## src/rtl/exanet_pkg.sv

```systemverilog
// rtl/exanet_pkg.sv - exanet flit tags, producer state encoding and flit builder
// Shared by traffic producers and pattern-checking consumers.
//   EXA_TAG_HDR/PLD/FTR : tag byte in data[127:120]
//   exa_state_e         : producer FSM states
//   exa_flit()          : {tag, vc, seq, index, 88'h0}; a header uses index 0
package exanet_pkg;

    localparam logic [7:0] EXA_TAG_HDR = 8'hE0;
    localparam logic [7:0] EXA_TAG_PLD = 8'hD0;
    localparam logic [7:0] EXA_TAG_FTR = 8'hF0;

    typedef enum logic [2:0] {
        EXA_ST_IDLE    = 3'd0,
        EXA_ST_HEADER  = 3'd1,
        EXA_ST_PAYLOAD = 3'd2,
        EXA_ST_FOOTER  = 3'd3,
        EXA_ST_GAP     = 3'd4
    } exa_state_e;

    function automatic logic [127:0] exa_flit(
        input logic [7:0]  tag,
        input logic [7:0]  vc,
        input logic [15:0] seq,
        input logic [7:0]  idx
    );
        return {tag, vc, seq, idx, 88'h0};
    endfunction

endpackage

```

## src/rtl/exanet_if.sv

```systemverilog
// rtl/exanet_if.sv - exanet three-phase flit link (header / payload / footer)
// Signals:
//   header_valid/ready, payload_valid/ready, footer_valid/ready : per-phase handshake
//   data[127:0]                                                 : flit contents
// master drives valids and data, slave drives readies.
interface exanet;

    logic         header_valid;
    logic         header_ready;
    logic         payload_valid;
    logic         payload_ready;
    logic         footer_valid;
    logic         footer_ready;
    logic [127:0] data;

    modport master (
        output header_valid, payload_valid, footer_valid, data,
        input  header_ready, payload_ready, footer_ready
    );

    modport slave (
        input  header_valid, payload_valid, footer_valid, data,
        output header_ready, payload_ready, footer_ready
    );

endinterface

```

## src/rtl/exa_rr_vc_arbiter.sv

```systemverilog
// rtl/exa_rr_vc_arbiter.sv - combinational round-robin channel picker
// Ports:
//   mask_i        in  N  : eligible channels
//   last_i        in  VW : channel served last; search starts just after it
//   grant_o       out VW : first eligible channel after last_i, wrapping N-1 -> 0
//   grant_valid_o out 1  : some channel is eligible
module exa_rr_vc_arbiter #(
    parameter  int N  = 4,
    localparam int VW = (N > 1) ? $clog2(N) : 1
) (
    input  logic [N-1:0]  mask_i,
    input  logic [VW-1:0] last_i,
    output logic [VW-1:0] grant_o,
    output logic          grant_valid_o
);

    logic [VW-1:0] idx;

    // Walk offsets from farthest to nearest so the nearest eligible channel
    // after last_i is the one left in grant_o. Offset N is last_i itself,
    // which is only chosen when it is the sole eligible channel.
    always_comb begin
        grant_o       = '0;
        grant_valid_o = 1'b0;
        idx           = '0;
        for (int i = N; i >= 1; i--) begin
            idx = VW'((int'(last_i) + i) % N);
            if (mask_i[idx]) begin
                grant_o       = idx;
                grant_valid_o = 1'b1;
            end
        end
    end

endmodule

```

## src/rtl/exa_traffic_producer_with_vcs.sv

```systemverilog
// rtl/exa_traffic_producer_with_vcs.sv - exanet packet source over round-robin virtual channels
// Ports:
//   clk, resetn (async, active-low)
//   i_enable     : permit starting new packets
//   i_vc_mask[N] : eligible channels, sampled only when idle
//   i_gap[4]     : idle cycles after each footer handshake
//   exa          : exanet master (header, PAYLOAD_FLITS payloads, footer)
//   o_vc         : channel of the packet in flight
//   o_busy       : header valid through footer handshake
//   o_pkt_total  : completed packets, wraps
module exa_traffic_producer_with_vcs
    import exanet_pkg::*;
#(
    parameter  int prio_num      = 2,
    parameter  int vc_num        = 2,
    parameter  int PAYLOAD_FLITS = 16,
    localparam int N             = vc_num * prio_num,
    localparam int VW            = (N > 1) ? $clog2(N) : 1
) (
    input  logic          clk,
    input  logic          resetn,
    input  logic          i_enable,
    input  logic [N-1:0]  i_vc_mask,
    input  logic [3:0]    i_gap,
    exanet.master         exa,
    output logic [VW-1:0] o_vc,
    output logic          o_busy,
    output logic [31:0]   o_pkt_total
);

    localparam int         KW      = $clog2(PAYLOAD_FLITS + 1);
    localparam logic [7:0] FTR_IDX = 8'(PAYLOAD_FLITS + 1);

    exa_state_e     state_q, state_d;
    logic [VW-1:0]  vc_q, vc_d;
    logic [VW-1:0]  last_vc_q, last_vc_d;
    logic [KW-1:0]  k_q, k_d;
    logic [3:0]     gap_q, gap_d;
    logic [127:0]   data_q, data_d;
    logic [31:0]    total_q, total_d;
    logic [15:0]    seq_q [N];
    logic           seq_inc;

    logic [VW-1:0]  grant;
    logic           grant_valid;
    logic [7:0]     vc8;
    logic [15:0]    seq_cur;

    exa_rr_vc_arbiter #(.N(N)) u_arb (
        .mask_i        (i_vc_mask),
        .last_i        (last_vc_q),
        .grant_o       (grant),
        .grant_valid_o (grant_valid)
    );

    // seq of the channel in flight cannot change until its footer handshake,
    // so every flit of a packet carries the same seq.
    assign vc8     = 8'(vc_q);
    assign seq_cur = seq_q[vc_q];

    always_comb begin
        state_d   = state_q;
        vc_d      = vc_q;
        last_vc_d = last_vc_q;
        k_d       = k_q;
        gap_d     = gap_q;
        data_d    = data_q;
        total_d   = total_q;
        seq_inc   = 1'b0;
        case (state_q)
            EXA_ST_IDLE: begin
                if (i_enable && grant_valid) begin
                    state_d = EXA_ST_HEADER;
                    vc_d    = grant;
                    data_d  = exa_flit(EXA_TAG_HDR, 8'(grant), seq_q[grant], 8'h00);
                end
            end
            EXA_ST_HEADER: begin
                if (exa.header_ready) begin
                    state_d = EXA_ST_PAYLOAD;
                    k_d     = KW'(1);
                    data_d  = exa_flit(EXA_TAG_PLD, vc8, seq_cur, 8'h01);
                end
            end
            EXA_ST_PAYLOAD: begin
                if (exa.payload_ready) begin
                    if (k_q == KW'(PAYLOAD_FLITS)) begin
                        state_d = EXA_ST_FOOTER;
                        data_d  = exa_flit(EXA_TAG_FTR, vc8, seq_cur, FTR_IDX);
                    end else begin
                        k_d    = k_q + KW'(1);
                        data_d = exa_flit(EXA_TAG_PLD, vc8, seq_cur, 8'(k_q + KW'(1)));
                    end
                end
            end
            EXA_ST_FOOTER: begin
                if (exa.footer_ready) begin
                    seq_inc   = 1'b1;
                    total_d   = total_q + 32'd1;
                    last_vc_d = vc_q;
                    data_d    = '0;
                    gap_d     = i_gap;
                    state_d   = (i_gap != 4'd0) ? EXA_ST_GAP : EXA_ST_IDLE;
                end
            end
            EXA_ST_GAP: begin
                // gap_q holds the remaining GAP cycles including this one.
                if (gap_q <= 4'd1) begin
                    state_d = EXA_ST_IDLE;
                    gap_d   = 4'd0;
                end else begin
                    gap_d = gap_q - 4'd1;
                end
            end
            default: state_d = EXA_ST_IDLE;
        endcase
    end

    always_ff @(posedge clk or negedge resetn) begin
        if (!resetn) begin
            state_q   <= EXA_ST_IDLE;
            vc_q      <= '0;
            last_vc_q <= VW'(N - 1);
            k_q       <= '0;
            gap_q     <= '0;
            data_q    <= '0;
            total_q   <= '0;
            for (int v = 0; v < N; v++) begin
                seq_q[v] <= '0;
            end
        end else begin
            state_q   <= state_d;
            vc_q      <= vc_d;
            last_vc_q <= last_vc_d;
            k_q       <= k_d;
            gap_q     <= gap_d;
            data_q    <= data_d;
            total_q   <= total_d;
            for (int v = 0; v < N; v++) begin
                if (seq_inc && (vc_q == VW'(v))) begin
                    seq_q[v] <= seq_q[v] + 16'd1;
                end
            end
        end
    end

    assign exa.header_valid  = (state_q == EXA_ST_HEADER);
    assign exa.payload_valid = (state_q == EXA_ST_PAYLOAD);
    assign exa.footer_valid  = (state_q == EXA_ST_FOOTER);
    assign exa.data          = data_q;

    assign o_vc        = vc_q;
    assign o_busy      = (state_q == EXA_ST_HEADER) || (state_q == EXA_ST_PAYLOAD) ||
                         (state_q == EXA_ST_FOOTER);
    assign o_pkt_total = total_q;

endmodule

```

## src/flat_wrapper.sv

```systemverilog
// flat-port wrapper written by rule: the top's interface ports become plain ports
module exa_traffic_producer_with_vcs_flat import exanet_pkg::*;
#(
    parameter  int prio_num      = 2,
    parameter  int vc_num        = 2,
    parameter  int PAYLOAD_FLITS = 16,
    localparam int N             = vc_num * prio_num,
    localparam int VW            = (N > 1) ? $clog2(N) : 1
)
  (clk, resetn, i_enable, i_vc_mask, i_gap, o_vc, o_busy, o_pkt_total, exa_header_valid, exa_payload_valid, exa_footer_valid, exa_data, exa_header_ready, exa_payload_ready, exa_footer_ready);
  exanet exa_i ();
  input  logic clk;
  input  logic resetn;
  input  logic i_enable;
  input  logic [N-1:0] i_vc_mask;
  input  logic [3:0] i_gap;
  output logic [VW-1:0] o_vc;
  output logic o_busy;
  output logic [31:0] o_pkt_total;
  output wire logic [$bits(exa_i.header_valid)-1:0] exa_header_valid;
  output wire logic [$bits(exa_i.payload_valid)-1:0] exa_payload_valid;
  output wire logic [$bits(exa_i.footer_valid)-1:0] exa_footer_valid;
  output wire logic [$bits(exa_i.data)-1:0] exa_data;
  input wire logic [$bits(exa_i.header_ready)-1:0] exa_header_ready;
  input wire logic [$bits(exa_i.payload_ready)-1:0] exa_payload_ready;
  input wire logic [$bits(exa_i.footer_ready)-1:0] exa_footer_ready;
  assign exa_header_valid = exa_i.header_valid;
  assign exa_payload_valid = exa_i.payload_valid;
  assign exa_footer_valid = exa_i.footer_valid;
  assign exa_data = exa_i.data;
  assign exa_i.header_ready = exa_header_ready;
  assign exa_i.payload_ready = exa_payload_ready;
  assign exa_i.footer_ready = exa_footer_ready;
  exa_traffic_producer_with_vcs #(.prio_num(prio_num), .vc_num(vc_num), .PAYLOAD_FLITS(PAYLOAD_FLITS)) u_core (.clk(clk), .resetn(resetn), .i_enable(i_enable), .i_vc_mask(i_vc_mask), .i_gap(i_gap), .exa(exa_i), .o_vc(o_vc), .o_busy(o_busy), .o_pkt_total(o_pkt_total));
endmodule
```

## config.mk

```make
export PLATFORM = sky130hd
export DESIGN_NAME = exa_traffic_producer_with_vcs_flat
export DESIGN_NICKNAME = d
export VERILOG_FILES = /design/src/rtl/exanet_pkg.sv /design/src/rtl/exanet_if.sv /design/src/rtl/exa_rr_vc_arbiter.sv /design/src/rtl/exa_traffic_producer_with_vcs.sv /design/src/flat_wrapper.sv
export SDC_FILE = /design/constraint.sdc
export NUM_CORES = 1
export LEC_CHECK = 0
export BUFFER_PORTS_ARGS = -buffer_cell sky130_fd_sc_hd__buf_2
export CAP_MARGIN = 20
export CELL_PAD_IN_SITES_DETAIL_PLACEMENT = 1
export CELL_PAD_IN_SITES_GLOBAL_PLACEMENT = 1
export CORE_MARGIN = 5
export CORE_UTILIZATION = 41
export DETAILED_ROUTE_END_ITERATION = 16
export PLACE_DENSITY_LB_ADDON = 0.1
export REMOVE_ABC_BUFFERS = 1
export SLEW_MARGIN = 20
export SYNTH_ARGS = -nofsm -noshare
export SYNTH_HDL_FRONTEND = slang
export SYNTH_SLANG_ARGS = --single-unit
```

## constraint.sdc

```tcl
create_clock -name clk -period 2.1 [get_ports clk]
set_input_delay 0.105 -clock clk [delete_from_list [all_inputs] [get_ports clk]]
set_output_delay 0.105 -clock clk [all_outputs]
set_load 0.03 [all_outputs]
```

# == Word level (Yosys, flattened, before mapping) ==
# Index checks and enable logic that the tools add are counted.
# classes
n_reduce_logical,19
n_lt_le_gt_ge,7
eq_ne,15
bitwise,2
mux,45
addsub,12
# op_table
op,count
128-bit 2-to-1 mux,4
128-bit case mux with 4 select lines,1
126-bit 2-to-1 mux,1
"16-bit by 1-bit adder with 16-bit output, second input constant",4
16-bit binary-select mux with 2-bit select,2
16-bit 2-to-1 mux,4
"32-bit by 1-bit adder with 32-bit output, second input constant",1
3-bit 2-to-1 mux,7
5-bit 2-to-1 mux,3
3-bit case mux with 5 select lines,1
"2-bit by 3-bit < comparator with 1-bit output, second input constant",4
"2-bit by 1-bit inequality test with 1-bit output, second input constant",6
1-bit 2-to-1 mux,10
5-bit case mux with 2 select lines,1
1-bit binary-select mux with 2-bit select,4
2-bit 2-to-1 mux,4
4-bit 2-to-1 mux,2
4-bit case mux with 2 select lines,1
4-bit nonzero test,2
"5-bit by 1-bit adder with 6-bit output, second input constant",1
"3-bit by 2-bit equality test with 1-bit output, second input constant",2
"3-bit >= comparator, second input constant",2
2-bit NOT with 3-bit output,2
2-bit AND reduction,3
other kinds (19),28
# word_totals
wordCells,111
in_bits,14
ff_bits,240
output_inout_bits,166

# == Longest topological paths before layout ==
# logic_depth
ltp_word,13
ltp_mapped,8

# == By module ==
# A second synthesis with hierarchy kept.
# unflattened
hier_cells,749
area_unflattened_um2,7968.9
# modules_own_cells
mod,n_inst,seq_area_each_um2,area_each_um2,cells_per_inst
exa_traffic_producer_with_vcs,1,3480.8,7877.6,735
exa_rr_vc_arbiter,1,0.0,91.3,14

# == Least setup slack after synthesis ==
# OpenSTA, ideal clock, no wires.
# synth_path
path_type,reg2reg
from,reg u_core.total_q[0] (netlist: u_core.o_pkt_total[0])
to,reg u_core.total_q[30] (netlist: u_core.o_pkt_total[30])
required_time_ps,1967
path_slack_ps,147
stages_incl_launch_ff,7
arrival_time_ps,1819
path_buffers,0
period_less_slack_ps,1953
cell_sequence,dfrtp_1 ha_1 nand4_1 nor4_4 and3_1 nand3_1 xnor2_1
# synth_between
elab_chain_cells,1
# synth_lines
item,line_no,text
from (decl),exa_traffic_producer_with_vcs.sv:40,"logic [31:0] total_q, total_d;"
from (signal assigned),exa_traffic_producer_with_vcs.sv:138,total_q <= total_d;
32-bit by 1-bit adder with 32-bit output,exa_traffic_producer_with_vcs.sv:99,total_d = total_q + 32'd1;
# Every way passes these cells.
# A chain may end at the register's enable or synchronous reset.

# == Worst setup path in the final report ==
# layout_path
from,reg u_core.state_q[0]
to,reg u_core.state_q[0]
# layout_between
elab_chain_cells,3
word_cells_on_any_way,13
cone_classes,eq/ne: 10; mux: 1; reduce/logical: 2
# layout_lines
item,line_no,text
from (decl),exa_traffic_producer_with_vcs.sv:34,"exa_state_e state_q, state_d;"
from (signal assigned),exa_traffic_producer_with_vcs.sv:132,state_q <= state_d;
"3-bit equality test, or another cell as far along",exa_traffic_producer_with_vcs.sv:70,case (state_q)
2-bit by 1-bit inequality test with 1-bit output (no source line),--,
6-bit AND reduction (no source line),--,
# Parallel ways exist; a longest one is shown, timed or not.

==> qor.txt <==
status: finished, final reports clean
Seq pwr share: 0.338
FFs w/ async S/R, synth: 1.00
via count: 5,738
row count: 51
CTS sink cnt: 139
CTS clk-pin slew, worst paths: 0.06 ns
Synth Cell Area: 0.00799 mm2
vias per std cell: 5.06
Setup-failing EPs final: 0
Startpoint Class: register
cell total after placement: 1,098
fin. max-slew vios: 0
first-pass GRT wire length: 33,200 um
Layout area overhead: 14.4%
vias in the first global route: 6,260
Setup WS pre-CTS: -0.0378 ns
port bufs: 79
Hold Fails Final Rpt: 0
commonest non-fill, non-tap cell in the layout: dfrtp_1
nets: 880
Post-Layout Cell Count: 1,135
first-pass detailed-route iteration total: 4
synth warn: 0
Crit Path Category: register to register
Syn Inst Count: 747
Max transition margin: 0.554
Critical Path RT: 2.45 ns
GP Congestion: 0.789
CP top delay family: compound AO/OA/AOI/OAI gates
CP Max Fanout: 11
Max Root-Sink Buffers: 2
Hold/Removal Path Class: input port to register
Root Buffer: clkbuf_16
total CTS buffers: 17
Int Pwr: 6210 uW
Clock Skew: 0.0129 ns
hold_sp: i_gap[0]
CP Cell Sequence: nor3b_1, o21bai_1, o21ai_1, a2111oi_1, a21o_1
sequential fraction of the synthesis area: 0.435
layout cells sized above 1: 0.209
pwr/cell area: 1120 mW/mm2
Die ar.: 0.0224 mm2
Most used DFF post-synth: dfrtp_1
number of synthesized flops with an enable pin: 0
HPWL after detailed placement: 14,700 um
worst slew pin tran: 0.670 ns
worst reg2reg path startpoint: u_core.state_q[0]
CTS tree: done
setup_tns: 0 ns
Worst Path Buf+Inv: 0
minimum clock period: 2.00 ns
filler cell count in the final layout: 2,197
clock network fraction of total power: 0.271
htree depth: 4
Die Wd: 150 um
flop and latch count out of synthesis: 139
Comb power frac: 0.391
Congestion Overflow GR: 0
flop2flop setup slack: 0.1 ns
WL final: 20,300 um
largest net degree at the start of global routing: 68
worst vdd ir: 568 uV
Starting DRT DRC Count: 261
Worst Path Arrival: 2.35 ns
Final period util: 0.952
most frequent cells in the layout: dfrtp_1 (135), conb_1 (100), buf_2 (78)
GRT Resource Usage Total: 0.188
Final ANT Viol Nets: 0
Avg Cell Area, Syn: 10.7 um2
Slowest cell on crit path: a2111oi_1
DR WL/cell: 17.9 um
Die Y: 150 um
io pins: 180
Clk Latency, worst-skew pair: 0.42 ns
antenna violations before repair: 0
fmax: 500 MHz
P_sw: 4060 uW
Max Cap Viol: 0
CP endpoint kind: register
max incr delay on CP: 0.61 ns
Sw Share: 0.396
Ant. Diodes: 0
core area: 0.0193 mm2
DRC errors left: 0
P_leak: 0.00451 uW
final setup margin: 0.0999 ns
CP startpoint: u_core.state_q[0]
Initial Util: 0.413
Unique masters post-synth: 61
[worst paths after layout]
kind / to / cells after the start
max in group asynchronous: u_core.state_q[0] / 3
hold / removal: u_core.state_q[2] / 3
min in group asynchronous: u_core.seq_q[31] / 2
setup / recovery: u_core.state_q[0] / 5
setup reg to reg: u_core.state_q[0] / 5
hold reg to reg: u_core.exa.data[90] / 2
[flip-flops by register name, summed over array words and instances (netlist names)]
register,count
u_core.seq_q,64
u_core.state_q,3
u_core.o_pkt_total,32
u_core.exa.data,27
u_core.last_vc_q,2
u_core.gap_q,4
u_core.o_vc,2
u_core.k_q,5
[stage by stage]
| step | utilization | hold WS, ns | instance area [um2] | power (uW) |
|---|---|---|---|---|
| after CTS | 0.473 | 0.0356 | 9140 | 10400 |
| after global routing | 0.473 | 0.0637 | 9150 | 10900 |
| after floorplan | - | -0.191 | 7470 | 6010 |
| after detailed placement | 0.442 | 0.167 | 8540 | 7550 |
| final | 0.473 | 0.0407 | 9150 | 10300 |
| after global placement | 0.442 | 0.154 | 8540 | 7400 |
[power by group through the flow]
stage	registers, uW	logic (uW)	clock network [uW]
floorplan	3870	2130	0
global placement	3470	3940	0
detailed placement	3500	4040	0
CTS	3460	4070	2870
global route	3520	4370	2990
finish	3470	4020	2780
[metal layers]
layer  routed length [um]  vias up  GRT usage  part of all wire
met2                 9960      151      0.313              0.49
met5                    0        -          0                 0
met4                  385        0     0.0577             0.019
li1                     -     2628          -                 -
met3                  793       27     0.0415             0.039
met1                 9160     2932      0.246              0.45
[area by class of cell]
cell class,count,area [um2],share of cell area
Sequential cell,139,3480,0.381
Timing Repair Buffer,116,777,0.0850
Multi-Input combinational cell,570,3960,0.433
Tap cell,265,332,0.0363
Inverter,13,48.8,0.00534
Clock inverter,6,36.3,0.00397
Clock buffer,26,509,0.0557
[logic make-up (layout without fill, tap and decap cells)]
kind of cell / Yosys count / after routing / synth area share
and+or+nand+nor: 232 / 232 / 0.156
other: 1 / 100 / 0.000469
muxes: 73 / 73 / 0.118
buffers and inverters: 137 / 161 / 0.118
adders and majority gates: 9 / 9 / 0.0141
DFF: 139 / 139 / 0.435
xor gates and xnor gates: 95 / 95 / 0.104
AOI/OAI and AO/OA: 61 / 61 / 0.0542
[synthesized netlist by cell type, types with 2 or more instances]
cell      instances  share of area
a21o_1            2         0.0019
a21oi_1           5         0.0031
a221o_1           2         0.0025
a22oi_1           2         0.0019
and2_1           16          0.013
and3_1           14          0.011
and3_2            2         0.0019
and4_1            5         0.0055
and4b_1           2         0.0025
buf_2            12         0.0075
buf_4           102          0.096
buf_6             3         0.0042
clkbuf_1          6         0.0028
dfrtp_1         137           0.43
dfstp_2           2         0.0066
ha_1              9          0.014
inv_1            13         0.0061
mux2_2            7         0.0099
mux2i_1          49          0.061
mux4_2           16          0.045
nand2_1          69          0.032
nand2b_1          7         0.0055
nand3_1          26          0.016
nand3b_1          2         0.0019
nand4_1          21          0.016
nand4_2           2         0.0031
nor2_1           40          0.019
nor3_1            8         0.0050
nor3b_1           3         0.0028
nor4_1            2         0.0016
nor4_4            2         0.0053
o21a_1            2         0.0019
o21ai_0          17          0.011
o21ai_1           2         0.0013
o221ai_1         17          0.019
o41ai_1           3         0.0033
xnor2_1          65          0.071
xor2_1           30          0.033
[tightest hold or removal path: cells and delay by family]
kind            cells  cell delay, ns
buf+inv             1            0.09
compound gates      2            0.23
[timing repair]
item,4_1_cts,5_1_grt
hold buffers,4,0
endpoints found under the setup margin,6,26
pin swaps,1,0
gates resized for setup,2,3
gates cloned,0,0
buffers inserted,1,0
hold endpoints to repair,65,0
Note: power is estimated with default switching activity, not from simulation.
